$ cat src/rtl/ac_motor_pkg.sv
// Shared definitions for the AC motor PWM blocks.
package ac_motor_pkg;

    localparam int unsigned DEF_CNT_BITS = 16;
    // Matches the comparator's default dead time of one cycle.
    localparam int unsigned DEF_MIN_DEAD = 1;
    localparam int unsigned DEF_GAP_BITS = 4;

    typedef logic [2:0] gap_state_t;

    localparam gap_state_t S_NONE = 3'd0;
    localparam gap_state_t S_HI1  = 3'd1;
    localparam gap_state_t S_HI2  = 3'd2;
    localparam gap_state_t S_GAP1 = 3'd3;
    localparam gap_state_t S_GAP2 = 3'd4;

endpackage

$ cat src/rtl/ac_motor_sat_counter.sv
// Saturating up-counter with a synchronous load and a sticky overflow flag.
module ac_motor_sat_counter #(
    parameter int unsigned W = 16
) (
    input  logic         CLK,
    input  logic         RESET,
    input  logic         load,
    input  logic [W-1:0] load_val,
    input  logic         inc,
    output logic [W-1:0] cnt,
    output logic         ovf
);

    // Load has priority. An increment at all-ones holds the count and flags overflow.
    always_ff @(posedge CLK) begin
        if (RESET) begin
            cnt <= '0;
            ovf <= 1'b0;
        end else if (load) begin
            cnt <= load_val;
            ovf <= 1'b0;
        end else if (inc) begin
            if (&cnt) begin
                ovf <= 1'b1;
            end else begin
                cnt <= cnt + W'(1);
            end
        end
    end

endmodule

$ cat src/rtl/ac_motor_pwm_decoder.sv
// Read-back monitor for H-bridge gate commands: per-period duty/dead decode
// plus sticky shoot-through and dead-time fault detection.
module ac_motor_pwm_decoder
    import ac_motor_pkg::*;
#(
    parameter int unsigned CNT_BITS = DEF_CNT_BITS,
    parameter int unsigned MIN_DEAD = DEF_MIN_DEAD,
    parameter int unsigned GAP_BITS = DEF_GAP_BITS
) (
    input  logic                       CLK,
    input  logic                       RESET,
    input  logic                       IN1,
    input  logic                       IN2,
    input  logic                       SYNC,
    input  logic                       CLEAR,
    output logic signed [CNT_BITS:0]   DUTY,
    output logic        [CNT_BITS-1:0] DEAD,
    output logic                       VALID,
    output logic                       OVF,
    output logic                       SHOOT_FAULT,
    output logic                       DEAD_FAULT
);

    localparam logic [GAP_BITS-1:0] GAP_MAX = '1;

    logic i1, i2, s;
    logic inc1, inc2, incz;
    logic [CNT_BITS-1:0] h1, h2, dz;
    logic ovf1, ovf2, ovfz;

    gap_state_t state, state_nx;
    logic [GAP_BITS-1:0] gap, gap_nx;
    logic shoot_evt_c, dead_evt_c;

    // Register the bridge commands and the period strobe once.
    always_ff @(posedge CLK) begin
        if (RESET) begin
            i1 <= 1'b0;
            i2 <= 1'b0;
            s  <= 1'b0;
        end else begin
            i1 <= IN1;
            i2 <= IN2;
            s  <= SYNC;
        end
    end

    assign inc1 = i1 & ~i2;
    assign inc2 = i2 & ~i1;
    assign incz = ~i1 & ~i2;

    // On a period boundary each counter restarts holding the current sample.
    ac_motor_sat_counter #(.W(CNT_BITS)) u_cnt_h1 (
        .CLK(CLK), .RESET(RESET), .load(s), .load_val(CNT_BITS'(inc1)),
        .inc(inc1), .cnt(h1), .ovf(ovf1)
    );
    ac_motor_sat_counter #(.W(CNT_BITS)) u_cnt_h2 (
        .CLK(CLK), .RESET(RESET), .load(s), .load_val(CNT_BITS'(inc2)),
        .inc(inc2), .cnt(h2), .ovf(ovf2)
    );
    ac_motor_sat_counter #(.W(CNT_BITS)) u_cnt_dz (
        .CLK(CLK), .RESET(RESET), .load(s), .load_val(CNT_BITS'(incz)),
        .inc(incz), .cnt(dz), .ovf(ovfz)
    );

    // Publish the completed period; VALID marks the cycle the results change.
    always_ff @(posedge CLK) begin
        if (RESET) begin
            DUTY  <= '0;
            DEAD  <= '0;
            OVF   <= 1'b0;
            VALID <= 1'b0;
        end else begin
            VALID <= s;
            if (s) begin
                DUTY <= $signed({1'b0, h1}) - $signed({1'b0, h2});
                DEAD <= dz;
                OVF  <= ovf1 | ovf2 | ovfz;
            end
        end
    end

    // Gap FSM state register.
    always_ff @(posedge CLK) begin
        if (RESET) begin
            state <= S_NONE;
            gap   <= '0;
        end else begin
            state <= state_nx;
            gap   <= gap_nx;
        end
    end

    // Track which leg was last driven and how long both legs have been low.
    always_comb begin
        state_nx    = state;
        gap_nx      = gap;
        shoot_evt_c = 1'b0;
        dead_evt_c  = 1'b0;
        if (i1 && i2) begin
            shoot_evt_c = 1'b1;
            state_nx    = S_NONE;
        end else begin
            case (state)
                S_NONE: begin
                    if (i1)      state_nx = S_HI1;
                    else if (i2) state_nx = S_HI2;
                end
                S_HI1: begin
                    if (!i1 && !i2) begin
                        state_nx = S_GAP1;
                        gap_nx   = GAP_BITS'(1);
                    end else if (i2) begin
                        dead_evt_c = 1'b1;
                        state_nx   = S_HI2;
                    end
                end
                S_HI2: begin
                    if (!i1 && !i2) begin
                        state_nx = S_GAP2;
                        gap_nx   = GAP_BITS'(1);
                    end else if (i1) begin
                        dead_evt_c = 1'b1;
                        state_nx   = S_HI1;
                    end
                end
                S_GAP1: begin
                    if (i1) begin
                        state_nx = S_HI1;
                    end else if (i2) begin
                        dead_evt_c = (32'(gap) < MIN_DEAD);
                        state_nx   = S_HI2;
                    end else if (gap != GAP_MAX) begin
                        gap_nx = gap + GAP_BITS'(1);
                    end
                end
                S_GAP2: begin
                    if (i2) begin
                        state_nx = S_HI2;
                    end else if (i1) begin
                        dead_evt_c = (32'(gap) < MIN_DEAD);
                        state_nx   = S_HI1;
                    end else if (gap != GAP_MAX) begin
                        gap_nx = gap + GAP_BITS'(1);
                    end
                end
                default: state_nx = S_NONE;
            endcase
        end
    end

    // Sticky faults; a new event outranks a simultaneous CLEAR.
    always_ff @(posedge CLK) begin
        if (RESET) begin
            SHOOT_FAULT <= 1'b0;
            DEAD_FAULT  <= 1'b0;
        end else begin
            SHOOT_FAULT <= shoot_evt_c | (SHOOT_FAULT & ~CLEAR);
            DEAD_FAULT  <= dead_evt_c  | (DEAD_FAULT  & ~CLEAR);
        end
    end

endmodule

$ cat config.mk
export PLATFORM = sky130hd
export DESIGN_NAME = ac_motor_pwm_decoder
export DESIGN_NICKNAME = d
export VERILOG_FILES = /design/src/rtl/ac_motor_pkg.sv /design/src/rtl/ac_motor_sat_counter.sv /design/src/rtl/ac_motor_pwm_decoder.sv
export SDC_FILE = /design/constraint.sdc
export NUM_CORES = 1
export LEC_CHECK = 0
export ABC_AREA = 1
export ABC_CLOCK_PERIOD_IN_PS = 2100
export CORE_MARGIN = 2
export CORE_UTILIZATION = 59
export DETAILED_ROUTE_END_ITERATION = 8
export GPL_TIMING_DRIVEN = 0
export HOLD_SLACK_MARGIN = 0.03
export PLACE_DENSITY_LB_ADDON = 0.25
export SKIP_LAST_GASP = 1
export SLEW_MARGIN = 25
export SYNTH_ARGS = -nofsm -noshare
export SYNTH_HDL_FRONTEND = slang
export SYNTH_SLANG_ARGS = --single-unit
$ cat constraint.sdc
create_clock -name CLK -period 2.1 [get_ports CLK]
set_input_delay 0.21 -clock CLK [delete_from_list [all_inputs] [get_ports CLK]]
set_output_delay 0.21 -clock CLK [all_outputs]
set_load 0.02 [all_outputs]
==> Word-level counts from Yosys, hierarchy flattened <==
Cells that the tools add are included.
{ "op_classes": {"add_sub_neg": 5, "mul": 0, "n_div": 0, "n_lt_le_gt_ge": 1, "eq_ne": 13, "shift": 0, "muxes": 34, "n_bitwise": 16, "n_reduce_logical": 26} }
{ "op_table": {"columns": ["cell", "n"], "rows": [
  ["$reduce_and A17 Y1", 3],
  ["$add A16 B1 Y16 const B", 3],
  ["$reduce_and A16 Y1", 3],
  ["$mux W4", 6],
  ["$mux W1", 19],
  ["$mux W3", 6],
  ["$sub A16 B16 Y17", 1],
  ["$ne A2 B2 Y1 const B", 7],
  ["$pmux W3 S4", 1],
  ["$pmux W4 S3", 1],
  ["$reduce_and A2 Y1", 6],
  ["$reduce_or A2 Y1", 4],
  ["$not A1 Y1", 7],
  ["$reduce_and A7 Y1", 1],
  ["$eq A3 B2 Y1 const B", 2],
  ["$reduce_bool A2 Y1", 3],
  ["$and A1 B1 Y1", 5],
  ["$add A4 B1 Y4 const B", 1],
  ["$lt A4 B1 Y1 const B", 1],
  ["$ne A4 B4 Y1 const B", 1],
  ["$or A1 B1 Y1", 4],
  ["$pmux W1 S4", 1],
  ["$eq A3 B1 Y1 const B", 1],
  ["$eq A3 B3 Y1 const B", 1],
  ["5 further kinds", 7]
]} }
{ "totals": {"register_bits": 98, "latchBits": 0, "ramBits": 0, "romBits": 0, "in_bits": 6, "out_inout_bits": 37, "word_cells": 115, "mem_count": 0} }

==> Longest topological paths before layout <==
{ "depth": {"ltp_word": 6, "depth_mapped": 12} }

==> Modules after synthesis <==
From an unflattened synthesis, not the netlist that was laid out.
{ "unflattened": {"hier_cells": 1083, "hier_area_um2": 6510.0} }
{ "modules_own_cells": {"columns": ["module", "instances", "cells_each", "area_each_um2", "seq_area_each_um2"], "rows": [
  ["ac_motor_sat_counter", 3, 203, 1196.1, 340.3],
  ["ac_motor_pwm_decoder", 1, 474, 2921.6, 940.9]
]} }

==> Worst setup path after synthesis <==
OpenSTA, ideal clock, no wires.
{ "synth_path": {"path_kind": "register -> register", "start": "reg u_cnt_h1.cnt[0]", "end": "reg DUTY[12]", "arrival_ns": 1.594, "required_time_ns": 1.986, "setup_slack_ns": 0.392, "path_stages_with_launch": 12, "synth_period_minus_slack_ns": 1.708, "cell_sequence": "dfxtp_1 > inv_1 > ha_1 > fa_1 > inv_1 > nand3_1 > nand3_1 > nand3_1 > nand3_1 > nand2_1 > nand3_1 > nand2_1"} }
{ "synth_via": {"elab_chain_cells": 1} }
{ "synth_rtl": {"columns": ["item", "line", "text"], "rows": [
  ["start: declaration", "ac_motor_sat_counter.sv:10", "output logic [W-1:0] cnt,"],
  ["start signal: assignment", "ac_motor_sat_counter.sv:20", "cnt <= load_val;"],
  ["start signal: assignment", "ac_motor_sat_counter.sv:26", "cnt <= cnt + W'(1);"],
  ["$sub A16 B16 Y17", "ac_motor_pwm_decoder.sv:76", "DUTY <= $signed({1'b0, h1}) - $signed({1'b0, h2});"],
  ["end signal: assignment", "ac_motor_pwm_decoder.sv:76", null],
  ["end: declaration", "ac_motor_pwm_decoder.sv:16", "output logic signed [CNT_BITS:0] DUTY,"]
]} }
Every way passes these cells.
A chain may end at the register's enable or synchronous reset.

==> Worst setup path in the final report <==
Same ends and word-level chain as after synthesis.

==> flow_metrics.env <==
export IMPL_status="complete, no violations"
export IMPL_syn_nets=906
export IMPL_vias_per_cell=5.22
export IMPL_grt_max_degree=17
export IMPL_r2r_start="u_cnt_h1.cnt[0]"
export IMPL_hold_slack_ns=0.341
export IMPL_synthArstFlopShare_pct=0
export IMPL_final_max_slew_violation_count=0
export IMPL_wl_per_cell_microns=12.6
export IMPL_skew_ns=0.0120
export IMPL_hold_class="in2reg"
export IMPL_leakage_nw=2.72
export IMPL_htree_levels=3
export IMPL_ys_warn_count=0
export IMPL_placement_io_buffers=42
export IMPL_antenna_found_initial=0
export IMPL_rsz0062_at_grt="no"
export IMPL_finalSetupTns_ns=0
export IMPL_hpwl_mm=10.2
export IMPL_synth_cells=878
export IMPL_slew_headroom_pct=56.2
export IMPL_synth_common_cells="294 x nand2_1, 112 x inv_1, 98 x dfxtp_1"
export IMPL_synth_area_leaders="dfxtp_1 34%, nand2_1 19%, inv_1 7.3%"
export IMPL_cellPowerDensity_nw_per_um2=560
export IMPL_start_kind="flip-flop"
export IMPL_area_delta_synth_final_pct=13.7
export IMPL_die_height_microns=103
export IMPL_final_hold_viol_count=0
export IMPL_place_gp_congestion=0.951
export IMPL_die_area_sq_um=10500
export IMPL_clockRootBuffer="clkbuf_8"
export IMPL_ys_flop_type="dfxtp_1"
export IMPL_fin_util_pct=68.1
export IMPL_arrival_ns=2.16
export IMPL_fin_cells=1069
export IMPL_dpl_cell_area_sq_um=6330
export IMPL_cts_tree="done"
export IMPL_layout_min_cycle_time_ns=1.88
export IMPL_start_util_pct=59.9
export IMPL_cp_max_fo=4
export IMPL_crit_type="reg2reg"
export IMPL_core_sq_um=9590
export IMPL_cts_buffers=9
export IMPL_drc_errors=0
export IMPL_grt_usage_pct=27.6
export IMPL_synth_top_area_share_pct=34.1
export IMPL_maxCapViolations=0
export IMPL_synth_edf_count=0
export IMPL_hold_start="SYNC"
export IMPL_drive_gt1_share_pct=7.48
export IMPL_insertion_delay_ns=0.38
export IMPL_yosysTopAreaCell="dfxtp_1"
export IMPL_final_nets=959
export IMPL_clockBufferDepth=2
export IMPL_grt_pass1_vias=4949
export IMPL_synth_seq_cells=98
export IMPL_postSynthAreaPerCell_sq_um=6.55
export IMPL_vias=5579
export IMPL_crit_required_ns=2.39
export IMPL_stdcell_area_sq_um=6530
export IMPL_ir_drop_v=0.000359
export IMPL_grt_ovfl_total=0
export IMPL_timing_fmax_mhz=532
export IMPL_ant_nets=0
export IMPL_syn_area_sq_um=5750
export IMPL_clock_sinks=98
export IMPL_fin_crit_sh_pct=89.5
export IMPL_ys_seq_area_share_pct=34.1
export IMPL_rrSetupSlack_ns=0.22
export IMPL_antenna_cells=0
export IMPL_firstDrtPassIters=5
export IMPL_drt_iter0_drc=266
export IMPL_grt_pass1_wl_mm=22.9
export IMPL_cts_hold_buffers=0
export IMPL_place_inst=1053
export IMPL_worst_slew_pin_slew_ns=0.657
export IMPL_cts_clk_slew_worst_paths_ns=0.10
export IMPL_setup_violations=0
export IMPL_pin_count=43
export IMPL_dieWidth_microns=103
export IMPL_wl_mm=13.5
export IMPL_yosysMostFrequentCell="nand2_1"
export IMPL_cp_startpoint="u_cnt_h1.cnt[0]"
export IMPL_rows=36
export IMPL_end_kind="flip-flop"
export IMPL_yosys_cell_types_count=37
-- final timing paths --
path,end,cells after the start
worst max register to register,DUTY[12],11
worst min register to register,DUTY[10],2
worst min-delay path,s,3
worst max-delay path,DUTY[12],11
-- layout make-up --
type | count | area [sq um]
Inverter | 118 | 443
Fill cell | 876 | 3060
Sequential cell | 98 | 1960
Buffer | 20 | 131
Multi-Input combinational cell | 642 | 3220
Clock buffer | 10 | 128
Timing Repair Buffer | 42 | 420
Tap cell | 133 | 166
Clock inverter | 6 | 65.1
-- metal layers --
| layer | share of wire [%] | GRT usage (%) | vias to the layer above | wire length [microns] |
|---|---|---|---|---|
| met4 | 3.8 | 13.6 | 0 | 510 |
| met3 | 5.3 | 3.05 | 38 | 708 |
| li1 | - | - | 2879 | - |
| met2 | 46 | 44.5 | 149 | 6180 |
| met5 | 0 | 0 | - | 0 |
| met1 | 45 | 37.0 | 2513 | 6050 |
-- cells in the final DEF, fill, tap and decap left out, drive strengths merged --
master / count
a211oi: 4
a21o: 1
a21oi: 59
a22o: 2
and2: 1
buf: 12
bufinv: 1
clkbuf: 18
clkdlybuf4s50: 42
clkinv: 4
clkinvlp: 1
dfxtp: 98
fa: 1
ha: 21
inv: 118
nand2: 302
nand3: 66
nand3b: 3
nand4: 13
nor2: 85
nor3: 15
nor4: 1
o211ai: 1
o21ai: 39
or2: 1
xnor2: 4
xor2: 23
-- metrics by stage --
stage	total power, W	setup WS [ns]
after floorplan	0.00231	0.392
after global placement	0.00245	0.145
after detailed placement	0.00246	0.135
after CTS	0.00367	0.114
after global routing	0.00382	0.0485
final	0.00366	0.221
-- report_power, final --
part           switching, W  internal, W
registers         0.0000424      0.00191
logic              0.000306     0.000166
clock network      0.000689     0.000554
total               0.00104      0.00262
-- critical path, cell delays in order (launching register included) --
cell	delay, ns
dfxtp_2	0.35
inv_1	0.09
ha_1	0.25
fa_1	0.39
inv_2	0.09
nand3_1	0.08
nand3_2	0.11
nand3_1	0.10
nand3_1	0.15
nand2_1	0.07
nand3_1	0.06
nand2_1	0.05
-- logic make-up after synthesis --
logic type	share of synthesized area [%]
and+or+nand+nor	36.4
adders and majority gates	4.92
xor gates and xnor gates	4.11
buffers and inverters	9.99
AOI/OAI and AO/OA	10.4
DFF	34.1
-- state kept, by name, summed over array words and instances (netlist names) --
name	flops
DEAD_FAULT	1
u_cnt_dz.cnt	16
i1	1
DUTY	17
u_cnt_h1.ovf	1
VALID	1
u_cnt_h2.ovf	1
gap	4
i2	1
u_cnt_h1.cnt	16
state	3
SHOOT_FAULT	1
u_cnt_h2.cnt	16
OVF	1
DEAD	16
u_cnt_dz.ovf	1
s	1
-- timing repair --
action,4_1_cts,5_1_grt
buffers inserted,0,0
resized for setup,0,3
endpoints found under the hold margin,0,0
endpoints found under the setup margin,0,2
(Power assumes the default switching activity.)
